$ cat src/rtl/led_source_scheduler.sv
// rtl/led_source_scheduler.sv - round-robin burst scheduler for one shared LED pixel channel
// Optional watchdog release of stalled grants: define SCHED_TIMEOUT_EN.
module led_source_scheduler #(
  parameter int NUM_SOURCES    = 8,
  parameter int BURST_LEN      = 64,
  parameter int TIMEOUT_CYCLES = 1024
) (
  input  logic                           clk,
  input  logic                           reset_n,
  input  logic [NUM_SOURCES-1:0]         req,
  input  logic                           beat,
  output logic [NUM_SOURCES-1:0]         select,
  output logic                           grant_valid,
  output logic [$clog2(NUM_SOURCES)-1:0] granted_index,
  output logic                           burst_done,
  output logic                           timeout
);

  localparam int IDX_W = $clog2(NUM_SOURCES);
  localparam int CNT_W = (BURST_LEN > 1) ? $clog2(BURST_LEN) : 1;
  localparam logic [CNT_W-1:0] CNT_LAST = CNT_W'(BURST_LEN - 1);

  typedef enum logic [1:0] {
    ST_IDLE,
    ST_GRANT,
    ST_HANDOFF
  } state_t;

  state_t                   state_q, state_d;
  logic [IDX_W-1:0]         owner_q, owner_d;
  logic [IDX_W-1:0]         ptr_q, ptr_d;
  logic [CNT_W-1:0]         cnt_q, cnt_d;
  logic [NUM_SOURCES-1:0]   select_q, select_d;
  logic                     grant_valid_q, grant_valid_d;
  logic [IDX_W-1:0]         gidx_q, gidx_d;
  logic                     burst_done_q, burst_done_d;
  logic                     release_grant;
  logic                     pick_found;
  logic [IDX_W-1:0]         pick_idx;

`ifdef SCHED_TIMEOUT_EN
  localparam int WD_W = (TIMEOUT_CYCLES > 1) ? $clog2(TIMEOUT_CYCLES) : 1;
  localparam logic [WD_W-1:0] WD_LAST = WD_W'(TIMEOUT_CYCLES - 1);
  logic [WD_W-1:0] wd_q, wd_d;
  logic            timeout_q, timeout_d;
`endif

  // Search upward from ptr with wrap; descending scan keeps the nearest hit.
  always_comb begin
    pick_found = 1'b0;
    pick_idx   = '0;
    for (int k = NUM_SOURCES - 1; k >= 0; k--) begin
      if (req[ptr_q + IDX_W'(k)]) begin
        pick_found = 1'b1;
        pick_idx   = ptr_q + IDX_W'(k);
      end
    end
  end

  always_comb begin
    state_d       = state_q;
    owner_d       = owner_q;
    ptr_d         = ptr_q;
    cnt_d         = cnt_q;
    burst_done_d  = 1'b0;
    release_grant = 1'b0;
`ifdef SCHED_TIMEOUT_EN
    wd_d          = wd_q;
    timeout_d     = 1'b0;
`endif
    case (state_q)
      ST_IDLE, ST_HANDOFF: begin
        if (pick_found) begin
          state_d = ST_GRANT;
          owner_d = pick_idx;
          cnt_d   = '0;
`ifdef SCHED_TIMEOUT_EN
          wd_d    = '0;
`endif
        end else begin
          state_d = ST_IDLE;
        end
      end
      ST_GRANT: begin
        // The beat is counted before a same-cycle request drop releases the grant.
        if (beat) begin
          cnt_d = cnt_q + CNT_W'(1);
          if (cnt_q == CNT_LAST) begin
            burst_done_d  = 1'b1;
            release_grant = 1'b1;
          end
        end
        if (!req[owner_q]) begin
          release_grant = 1'b1;
        end
`ifdef SCHED_TIMEOUT_EN
        if (beat) begin
          wd_d = '0;
        end else if (wd_q == WD_LAST) begin
          release_grant = 1'b1;
          timeout_d     = req[owner_q];
        end else begin
          wd_d = wd_q + WD_W'(1);
        end
`endif
        if (release_grant) begin
          state_d = ST_HANDOFF;
          ptr_d   = owner_q + IDX_W'(1);
        end
      end
      default: begin
        state_d = ST_IDLE;
      end
    endcase

    grant_valid_d = (state_d == ST_GRANT);
    select_d      = grant_valid_d ? (NUM_SOURCES'(1) << owner_d) : '0;
    gidx_d        = grant_valid_d ? owner_d : '0;
  end

  always_ff @(posedge clk or negedge reset_n) begin
    if (!reset_n) begin
      state_q       <= ST_IDLE;
      owner_q       <= '0;
      ptr_q         <= '0;
      cnt_q         <= '0;
      select_q      <= '0;
      grant_valid_q <= 1'b0;
      gidx_q        <= '0;
      burst_done_q  <= 1'b0;
    end else begin
      state_q       <= state_d;
      owner_q       <= owner_d;
      ptr_q         <= ptr_d;
      cnt_q         <= cnt_d;
      select_q      <= select_d;
      grant_valid_q <= grant_valid_d;
      gidx_q        <= gidx_d;
      burst_done_q  <= burst_done_d;
    end
  end

`ifdef SCHED_TIMEOUT_EN
  always_ff @(posedge clk or negedge reset_n) begin
    if (!reset_n) begin
      wd_q      <= '0;
      timeout_q <= 1'b0;
    end else begin
      wd_q      <= wd_d;
      timeout_q <= timeout_d;
    end
  end

  assign timeout = timeout_q;
`else
  assign timeout = 1'b0;
`endif

  assign select        = select_q;
  assign grant_valid   = grant_valid_q;
  assign granted_index = gidx_q;
  assign burst_done    = burst_done_q;

endmodule

$ cat config.mk
export PLATFORM = sky130hd
export DESIGN_NAME = led_source_scheduler
export DESIGN_NICKNAME = d
export VERILOG_FILES = /design/src/rtl/led_source_scheduler.sv
export SDC_FILE = /design/constraint.sdc
export NUM_CORES = 1
export LEC_CHECK = 0
export ABC_CLOCK_PERIOD_IN_PS = 3220
export CAP_MARGIN = 25
export CORE_MARGIN = 10
export CORE_UTILIZATION = 30
export CTS_CLUSTER_DIAMETER = 200
export DETAILED_ROUTE_END_ITERATION = 10
export SETUP_SLACK_MARGIN = 0.5
export SYNTH_ARGS = -nofsm -noshare
export SYNTH_HDL_FRONTEND = slang
export SYNTH_SLANG_ARGS = --single-unit
$ cat constraint.sdc
create_clock -name clk -period 3.22 [get_ports clk]
set_input_delay 0.644 -clock clk [delete_from_list [all_inputs] [get_ports clk]]
set_output_delay 0.644 -clock clk [all_outputs]
set_load 0.02 [all_outputs]
==> reports/results.tsv, run 1 <==
stage	metric	value	unit
sta	# setup viols final	0	
worst_setup_path	worst-path cell chain	dlygate4sd2_1, buf_4, mux4_2, mux2_2, a32o_1, o21ai_2, a311oi_2, o22ai_2, inv_2, nor3_2	
clocking	buffer depth of the longest clock path	2	
yosys	YS warnings	0	
yosys	share of the synthesized area in the top cell type	30.9	%
drt	Via density	5.04	
drt	final WL	5280	µm
clocking	H-tree depth	1	
floorplanning	initial core utilization	30.4	%
yosys	top cells by count, synth	27 x dfrtp_1, 22 x nand2_1, 19 x nor2_1	
finish	Layout fillers	719	
finish	nets@finish	274	
yosys	part of the Yosys area used for sequential elements	30.9	%
finish	fraction of layout cells with a size suffix above 1	33.3	%
clocking	clk_lat worst skew	0.26	ns
floorplanning	Die Y	105	µm
sta	achievable frequency	371	MHz
floorplanning	num rows	31	
yosys	Synth Area per Inst	10.1	µm²
yosys	Area contributors post-synth	dfrtp_1 31%, mux4_2 13%, mux2_2 4.6%	
placed_design	placer congestion estimate	0.855	
drt	DRT antenna net count	0	
power_and_ir_drop	Max VDD drop	0.000466	V
drt	DRT iter0 DRCs	135	
yosys	Post-synth EDFFs	0	
floorplanning	core area	7180	µm²
yosys	count of different cell masters after synthesis	51	
status	status	finished clean	
power_and_ir_drop	switch share	45.0	%
power_and_ir_drop	cell-internal power	1.72	mW
clocking	clk sinks	27	
grt	largest net degree at the start of global routing	28	
power_and_ir_drop	Leak	1.16	nW
drt	total iterations of the first detailed-routing run	4	
grt	vias in the first global route	1818	
sta	final cycle utilization of the critical path	83.7	%
floorplanning	die width	105	µm
placed_design	post-DP HPWL	4010	µm
yosys	cell area after synthesis	2180	µm²
finish	ANT cells	0	
min_path	hold crit path type	flip-flop to flip-flop	
worst_setup_path	crit end category	flip-flop	
power_and_ir_drop	Seq pwr share	18.1	%
sta	Hold Violations, Final	0	
power_and_ir_drop	Switch Pwr	1.41	mW
yosys	area leader, netlist	dfrtp_1	
sta	setup ws final	0.525	ns
worst_setup_path	slowest cell delay on critical path	0.44	ns
yosys	most common cell in the netlist	dfrtp_1	
drt	via count	1799	
yosys	ys async rst share	100	%
placed_design	Setup WS pre-CTS	-0.0513	ns
clocking	Hold Buf Count CTS	0	
floorplanning	# IOs	25	
placed_design	port bufs	23	
yosys	Post-Syn Nets	232	
flow_run	max-cap check violation count	0	
grt	initial antenna violation count	0	
clocking	cts bufs inserted	3	
power_and_ir_drop	pwr dens	1120	nW/µm²
sta	max-slew violation count	0	
sta	Worst-Margin Slew	0.554	ns
worst_setup_path	Setup CP Type	primary input to flip-flop	
worst_setup_path	startpoint types	primary input	
drt	DR WL/cell	14.8	µm
yosys	Primary FF master, synth	dfrtp_1	
yosys	cells after synthesis	217	
worst_setup_path	critical path's slowest cell	mux4_2	
power_and_ir_drop	Clk pwr share	5.8	%
worst_setup_path	crit-path max FO	6	
clocking	CTS Root Cell	clkbuf_8	
worst_setup_path	critical path required time	3.41	ns
clocking	clk slew on worst S/H paths	0.09	ns
grt	global-route wire length before repair	8940	µm
yosys	register bit total from synthesis	27	
sta	setup TNS	0	ns
finish	area grow syn2layout	28.0	%
drt	DRC violations left	0	
grt	GRT Util Overall	9.45	%
placed_design	dpl cells	347	
power_and_ir_drop	Logic pwr share	76.1	%
worst_setup_path	WP data arrival	2.88	ns
sta	Worst slew margin	62.9	%
sta	RSZ-0062 raised after global routing	true	
sta	post-layout min period	2.70	ns
sta	clk_skew	0.00670	ns
finish	Layout Utilization	39.0	%
floorplanning	die area	11100	µm²
grt	Overflow after GRT	0	
clocking	TritonCTS clock tree	done	
finish	fin cells	357	
## final timing paths
| path | start | end | slack, ns | cells after the start |
|---|---|---|---|---|
| worst max-delay path | req[7] | select[0] | 0.52 | 10 |
| worst min-delay path | cnt_q[4] | cnt_q[4] | 0.50 | 1 |
| worst max register to register | ptr_q[0] | select[0] | 0.53 | 10 |
| worst min register to register | cnt_q[4] | cnt_q[4] | 0.50 | 1 |
| max in group asynchronous | reset_n | ptr_q[0] | 2.21 | 2 |
| min in group asynchronous | reset_n | cnt_q[2] | 0.74 | 2 |
## cells in the final DEF (no fill, tap or decap), drive strengths merged, types with 3 or more instances in the layout
| master | instances |
|---|---|
| mux2i | 10 |
| ha | 4 |
| clkbuf | 4 |
| nand3 | 3 |
| nand2b | 3 |
| o21ai | 10 |
| mux2 | 9 |
| nand2 | 22 |
| inv | 13 |
| dlygate4sd2 | 8 |
| clkdlybuf4s50 | 15 |
| mux4 | 16 |
| nand4 | 3 |
| buf | 31 |
| nor2 | 19 |
| a211oi | 5 |
| nor3 | 7 |
| dfrtp | 27 |
| a21o | 3 |
| xor2 | 5 |
| a21oi | 9 |
## sequential cells by signal, indices dropped and copies added, names as in the netlist
signal and cells:
burst_done 1, cnt_q 6, grant_valid 1, granted_index 3, owner_q 3, ptr_q 3
select 8, state_q 2
## area by class of cell
type / count / area [µm²] / share of cell area, %
Clock buffer: 4 / 45.0 / 1.61
Inverter: 13 / 56.3 / 2.01
Multi-Input combinational cell: 160 / 1430 / 51.1
Sequential cell: 27 / 678 / 24.3
Tap cell: 99 / 124 / 4.43
Timing Repair Buffer: 54 / 464 / 16.6
## kinds of logic after synthesis
kind of cell	Yosys count	synth area share [%]
xor gates and xnor gates	6	2.41
DFF	27	30.9
muxes	35	26.2
AOI/OAI and AO/OA	47	16.6
other	1	0.172
adders and majority gates	4	2.29
and+or+nand+nor	67	14.4
buffers and inverters	30	6.88
## power groups by stage
stage,Combinational [mW],Sequential [mW],Clock (mW)
after floorplan,1.56,0.584,0
after global placement,2.14,0.565,0
after detailed placement,2.15,0.563,0
after CTS,2.26,0.562,0.190
after global routing,2.60,0.584,0.207
final,2.38,0.565,0.182
## timing repair
item                                    CTS  global route
gates resized for setup                  14            15
pin swaps                                 3             4
buffers inserted                          4             2
endpoints found under the setup margin   13            10
## metrics by stage
step	hold slack, ns	power (mW)	instance area [µm²]
finish	0.499	3.13	2800
global route	0.539	3.39	2800
CTS	0.499	3.01	2730
detailed placement	0.485	2.71	2660
global placement	0.479	2.71	2660
floorplan	0.348	2.15	2230
## critical path: cells and delay by family
family	cells	cell delay (ns)
AO/OA/AOI/OAI	4	0.76
multiplexers	2	0.76
AND/OR/NAND/NOR	1	0.16
buffers and inverters	3	0.56
## layer usage
metal  wire length, µm  track usage, %
met2              2580            15.6
met4                31            2.55
met5                 0               0
met3               236            1.52
met1              2430            12.4
Note: power is estimated with default switching activity, not from simulation.
==> run 2: changes to the inputs <==
--- a/config.mk
+++ b/config.mk
@@ -5,7 +5,7 @@
 export SDC_FILE = /design/constraint.sdc
 export NUM_CORES = 1
 export LEC_CHECK = 0
-export ABC_CLOCK_PERIOD_IN_PS = 3220
+export ABC_CLOCK_PERIOD_IN_PS = 2700
 export CAP_MARGIN = 25
 export CORE_MARGIN = 10
 export CORE_UTILIZATION = 30
==> constraint.sdc (replaced) <==
create_clock -name clk -period 2.7 [get_ports clk]
set_input_delay 0.54 -clock clk [delete_from_list [all_inputs] [get_ports clk]]
set_output_delay 0.54 -clock clk [all_outputs]
set_load 0.02 [all_outputs]
==> run 2 against run 1 <==
Clock-buffer cell count is 1 lower. Via count rose by 3.9%. Non-clock buffer count grew 11. Clock power increased by 24%.
==> reports/results.tsv, run 2 (same netlist as run 1, synthesis figures left out) <==
stage	metric	value	unit
sta	achievable frequency	386	MHz
drt	total iterations of the first detailed-routing run	4	
grt	largest net degree at the start of global routing	28	
floorplanning	Die Y	105	µm
clocking	buffer depth of the longest clock path	2	
finish	max reg flops	8	
clocking	CTS Root Cell	clkbuf_8	
sta	setup TNS	0	ns
worst_setup_path	critical path required time	2.85	ns
grt	global-route wire length before repair	9630	µm
worst_setup_path	R2R Setup Slk	0.11	ns
power_and_ir_drop	Leak	1.24	nW
finish	footprint of the multi-input gates	1540	µm²
grt	GRT Util Overall	10.2	%
finish	Layout fillers	713	
clocking	clk slew on worst S/H paths	0.09	ns
power_and_ir_drop	Power, Total	4.08	mW
worst_setup_path	crit-path max FO	8	
finish	most frequent cells in the layout	40 x buf_4, 25 x dfrtp_1, 20 x nand2_1	
power_and_ir_drop	pwr dens	1360	nW/µm²
clocking	cts bufs inserted	3	
clocking	clk_lat worst skew	0.27	ns
drt	DR WL/cell	15.8	µm
grt	vias in the first global route	1942	
floorplanning	die area	11100	µm²
clocking	TritonCTS clock tree	done	
placed_design	placer congestion estimate	0.875	
floorplanning	initial core utilization	30.4	%
finish	Storage cell area	678	µm²
sta	# setup viols final	0	
sta	clk_skew	0.00361	ns
finish	fraction of layout cells with a size suffix above 1	41.3	%
sta	max-slew violation count	0	
status	status	finished clean	
clocking	H-tree depth	1	
finish	commonest non-fill, non-tap cell in the layout	buf_4	
power_and_ir_drop	Max VDD drop	0.000514	V
finish	area grow syn2layout	37.2	%
drt	via count	1870	
drt	DRC violations left	0	
floorplanning	core area	7180	µm²
grt	Overflow after GRT	0	
clocking	clk sinks	27	
worst_setup_path	WP data arrival	2.75	ns
sta	RSZ-0062 raised after global routing	true	
sta	final cycle utilization of the critical path	96.0	%
finish	Layout Utilization	41.7	%
placed_design	Post-Place Cell Area	2780	µm²
finish	final instance area	3000	µm²
finish	nets@finish	285	
worst_setup_path	crit end category	flip-flop	
drt	final WL	5800	µm
floorplanning	die width	105	µm
worst_setup_path	startpoint types	primary input	
sta	post-layout min period	2.59	ns
sta	Hold Violations, Final	0	
worst_setup_path	Setup CP Type	primary input to flip-flop	
floorplanning	num rows	31	
flow_run	max-cap check violation count	0	
drt	Via density	5.08	
clocking	Hold Buf Count CTS	0	
floorplanning	# IOs	25	
drt	DRT antenna net count	0	
placed_design	port bufs	23	
drt	DRT iter0 DRCs	70	
placed_design	post-DP HPWL	4400	µm
grt	initial antenna violation count	0	
min_path	hold crit path type	flip-flop to flip-flop	
finish	ANT cells	0	
## run 2: final timing paths
path | from | end | cells after the start
max in group asynchronous | reset_n | ptr_q[0] | 2
worst min-delay path | cnt_q[4] | cnt_q[4] | 1
worst max-delay path | req[1] | select[7] | 11
worst min register to register | cnt_q[4] | cnt_q[4] | 1
min in group asynchronous | reset_n | cnt_q[4] | 2
worst max register to register | ptr_q[0] | select[0] | 10
## run 2: metal layers
layer,vias up,GRT usage (%),share of wire [%]
li1,899,-,-
met2,29,19.3,53
met1,938,12.0,44
met4,0,1.47,0.65
met5,-,0,0
met3,4,1.40,2.5
## run 2: metrics by stage
stage | hold slack (ns) | std cells | setup slack (ns)
floorplan | 0.244 | 217 | -0.131
global placement | 0.485 | 359 | -0.352
detailed placement | 0.490 | 359 | -0.387
CTS | 0.501 | 365 | 0.137
global route | 0.529 | 368 | -0.0138
finish | 0.498 | 368 | 0.107
## run 2: layout make-up
type	instances	share of cell area, %
sequential	27	22.6
clock inverter	1	0.251
clock buffer	3	1.38
inverter	13	1.88
tap	99	4.14
timing repair buffer	65	18.3
multi-input combinational	160	51.4
## run 2: critical path, stage by stage
cell	delay (ns)
dlygate4sd2_1	0.28
buf_4	0.18
mux4_2	0.46
mux2_2	0.31
buf_4	0.14
a211oi_2	0.25
o21ba_1	0.19
o221a_4	0.24
inv_4	0.06
nand2_2	0.06
nor2_1	0.04
## run 2: where the power goes
group	internal (mW)	switching, mW	total, mW
clock network	0.105	0.120	0.225
registers	0.544	0.132	0.676
logic	1.57	1.61	3.18
## run 2: timing repair
| item | in CTS | in global routing |
|---|---|---|
| buffers inserted | 2 | 3 |
| pin swaps | 10 | 9 |
| endpoints found under the setup margin | 25 | 20 |
| gates resized for setup | 31 | 17 |
==> run 3: changes to the inputs <==
--- a/config.mk
+++ b/config.mk
@@ -5,12 +5,14 @@
 export SDC_FILE = /design/constraint.sdc
 export NUM_CORES = 1
 export LEC_CHECK = 0
-export ABC_CLOCK_PERIOD_IN_PS = 2700
+export ABC_CLOCK_PERIOD_IN_PS = 2200
 export CAP_MARGIN = 25
 export CORE_MARGIN = 10
 export CORE_UTILIZATION = 30
 export CTS_CLUSTER_DIAMETER = 200
 export DETAILED_ROUTE_END_ITERATION = 10
+export GPL_ROUTABILITY_DRIVEN = 0
+export MAX_ROUTING_LAYER = met4
 export SETUP_SLACK_MARGIN = 0.5
 export SYNTH_ARGS = -nofsm -noshare
 export SYNTH_HDL_FRONTEND = slang
==> constraint.sdc (replaced) <==
create_clock -name clk -period 2.2 [get_ports clk]
set_input_delay 0.44 -clock clk [delete_from_list [all_inputs] [get_ports clk]]
set_output_delay 0.44 -clock clk [all_outputs]
set_load 0.02 [all_outputs]
==> run 3 against run 2 <==
The flow now finishes with violations (negative setup slack). Clock-buffer cell count is the same. Worst setup slack got worse by 0.57 ns. Clock power rose by 34%. Sequential power rose by 21%. Critical endpoint is now select[1]. Largest cell class unchanged. Highest routed layer unchanged.
==> reports/results.tsv, run 3 (same netlist as run 1, synthesis figures left out) <==
stage	metric	value	unit
floorplanning	core area	7180	µm²
worst_setup_path	critical path's slowest cell	clkdlybuf4s50_1	
floorplanning	Die Y	105	µm
finish	Layout Utilization	43.7	%
clocking	cts bufs inserted	3	
sta	final cycle utilization of the critical path	121	%
sta	RSZ-0062 raised after global routing	true	
floorplanning	die width	105	µm
grt	Overflow after GRT	0	
sta	achievable frequency	376	MHz
drt	DRC violations left	0	
drt	DR WL/cell	15.5	µm
clocking	clk slew on worst S/H paths	0.10	ns
worst_setup_path	slowest cell delay on critical path	0.56	ns
floorplanning	num rows	31	
worst_setup_path	reg2reg end	select[1]	
grt	vias in the first global route	1940	
drt	Via density	5.00	
drt	final WL	6010	µm
worst_setup_path	crit end category	flip-flop	
worst_setup_path	Setup CP Type	primary input to flip-flop	
finish	max reg flops	8	
placed_design	Setup WS pre-CTS	-0.815	ns
flow_run	max-cap check violation count	0	
drt	via count	1945	
clocking	clk sinks	27	
finish	commonest non-fill, non-tap cell in the layout	buf_4	
clocking	H-tree depth	1	
status	status	complete, but fails checks	
clocking	TritonCTS clock tree	done	
finish	fraction of layout cells with a size suffix above 1	42.8	%
clocking	CTS Root Cell	clkbuf_8	
min_path	hold crit path type	primary input to async pin	
grt	GRT Util Overall	10.7	%
sta	# setup viols final	26	
worst_setup_path	critical path required time	2.37	ns
floorplanning	die area	11100	µm²
worst_setup_path	cell mode on critical path	a311oi_2	
grt	largest net degree at the start of global routing	28	
finish	most frequent cells in the layout	63 x buf_4, 26 x dfrtp_1, 20 x nand2_1	
power_and_ir_drop	Leak	1.40	nW
drt	DRT antenna net count	0	
placed_design	port bufs	23	
finish	final instance area	3140	µm²
sta	setup ws final	-0.460	ns
worst_setup_path	startpoint types	primary input	
grt	global-route wire length before repair	9650	µm
sta	max-slew violation count	0	
floorplanning	initial core utilization	30.4	%
finish	nets@finish	306	
drt	DRT iter0 DRCs	84	
finish	ANT cells	0	
worst_setup_path	crit-path max FO	8	
placed_design	post-DP HPWL	4670	µm
worst_setup_path	Reg2Reg Launch Point	ptr_q[0]	
worst_setup_path	worst-path cell chain	clkdlybuf4s50_1, mux4_2, mux2_2, a311oi_2, o21ai_2, a311oi_2, o22ai_4, inv_2, nor3_1	
drt	total iterations of the first detailed-routing run	4	
worst_setup_path	WP data arrival	2.83	ns
grt	initial antenna violation count	0	
power_and_ir_drop	pwr dens	1680	nW/µm²
status	failing checks	negative setup slack	
clocking	clk_lat worst skew	0.28	ns
sta	post-layout min period	2.66	ns
floorplanning	# IOs	25	
sta	clk_skew	0.00235	ns
finish	area grow syn2layout	43.7	%
placed_design	Post-Place Cell Area	2950	µm²
sta	Hold Violations, Final	0	
power_and_ir_drop	Max VDD drop	0.000958	V
clocking	buffer depth of the longest clock path	2	
worst_setup_path	Worst R2R Path Depth	10	
worst_setup_path	R2R Setup Slk	-0.45	ns
## run 3: cell count changes in the layout (fill, tap and decap cells not counted), sizes merged, moves of 2 or more
cell | previous run | this run
buf | 42 | 63
dlygate4sd2 | 3 | 6
clkbuf | 5 | 3
clkdlybuf4s50 | 15 | 13
clkdlybuf4s15 | 3 | 0
dlymetal6s2s | 0 | 4
## run 3: layer usage
metal	vias to the layer above	routed length (µm)	track usage, %
met2	33	2970	17.5
met1	963	2840	13.6
li1	942	-	-
met3	7	157	1.64
met5	-	0	-
met4	0	50	2.45
## run 3: critical path: cells and delay by family
family	cells	cell delay, ns
mux	2	0.84
compound gates	4	0.82
buf+inv	2	0.68
simple gates	1	0.05
## run 3: timing repair
| action | 4_1_cts | 5_1_grt |
|---|---|---|
| pin swaps | 7 | 3 |
| hold buffers | 0 | 0 |
| buffers inserted | 3 | 0 |
| endpoints found under the setup margin | 27 | 29 |
| resized for setup | 27 | 8 |
## run 3: worst max-delay path by stage
stage | startpoint | end | slack [ns] | cells after the start
after CTS | ptr_q[0] | select[0] | -0.40 | 10
after global routing | ptr_q[0] | select[1] | -0.55 | 10
after floorplan | ptr_q[0] | select[0] | -0.63 | 13
after detailed placement | req[3] | select[7] | -0.81 | 10
final | req[4] | select[1] | -0.46 | 9
after global placement | req[1] | select[6] | -0.77 | 10
## run 3: area by class of cell
cell class,count,area [µm²]
timing repair buffer,86,706
sequential,27,677
clock buffer,3,41.3
inverter,13,56.3
clock inverter,1,8.76
multi-input combinational,160,1530
tap,99,124
fill,671,4040
## run 3: stage by stage
step	power, mW	setup TNS [ns]	hold WS (ns)	std cells
2_1_floorplan	3.22	-7.67	0.144	217
3_3_place_gp	4.49	-14.50	0.484	382
3_5_place_dp	4.51	-14.79	0.499	382
4_1_cts	5.17	-6.31	0.512	389
5_1_grt	5.64	-9.55	0.539	389
6_report	5.28	-7.05	0.509	389
## run 3: power breakdown
part           total, mW  internal, mW  switching, mW
logic               4.16          2.11           2.05
registers          0.815         0.666          0.149
clock network      0.301         0.133          0.168
total               5.28          2.91           2.37
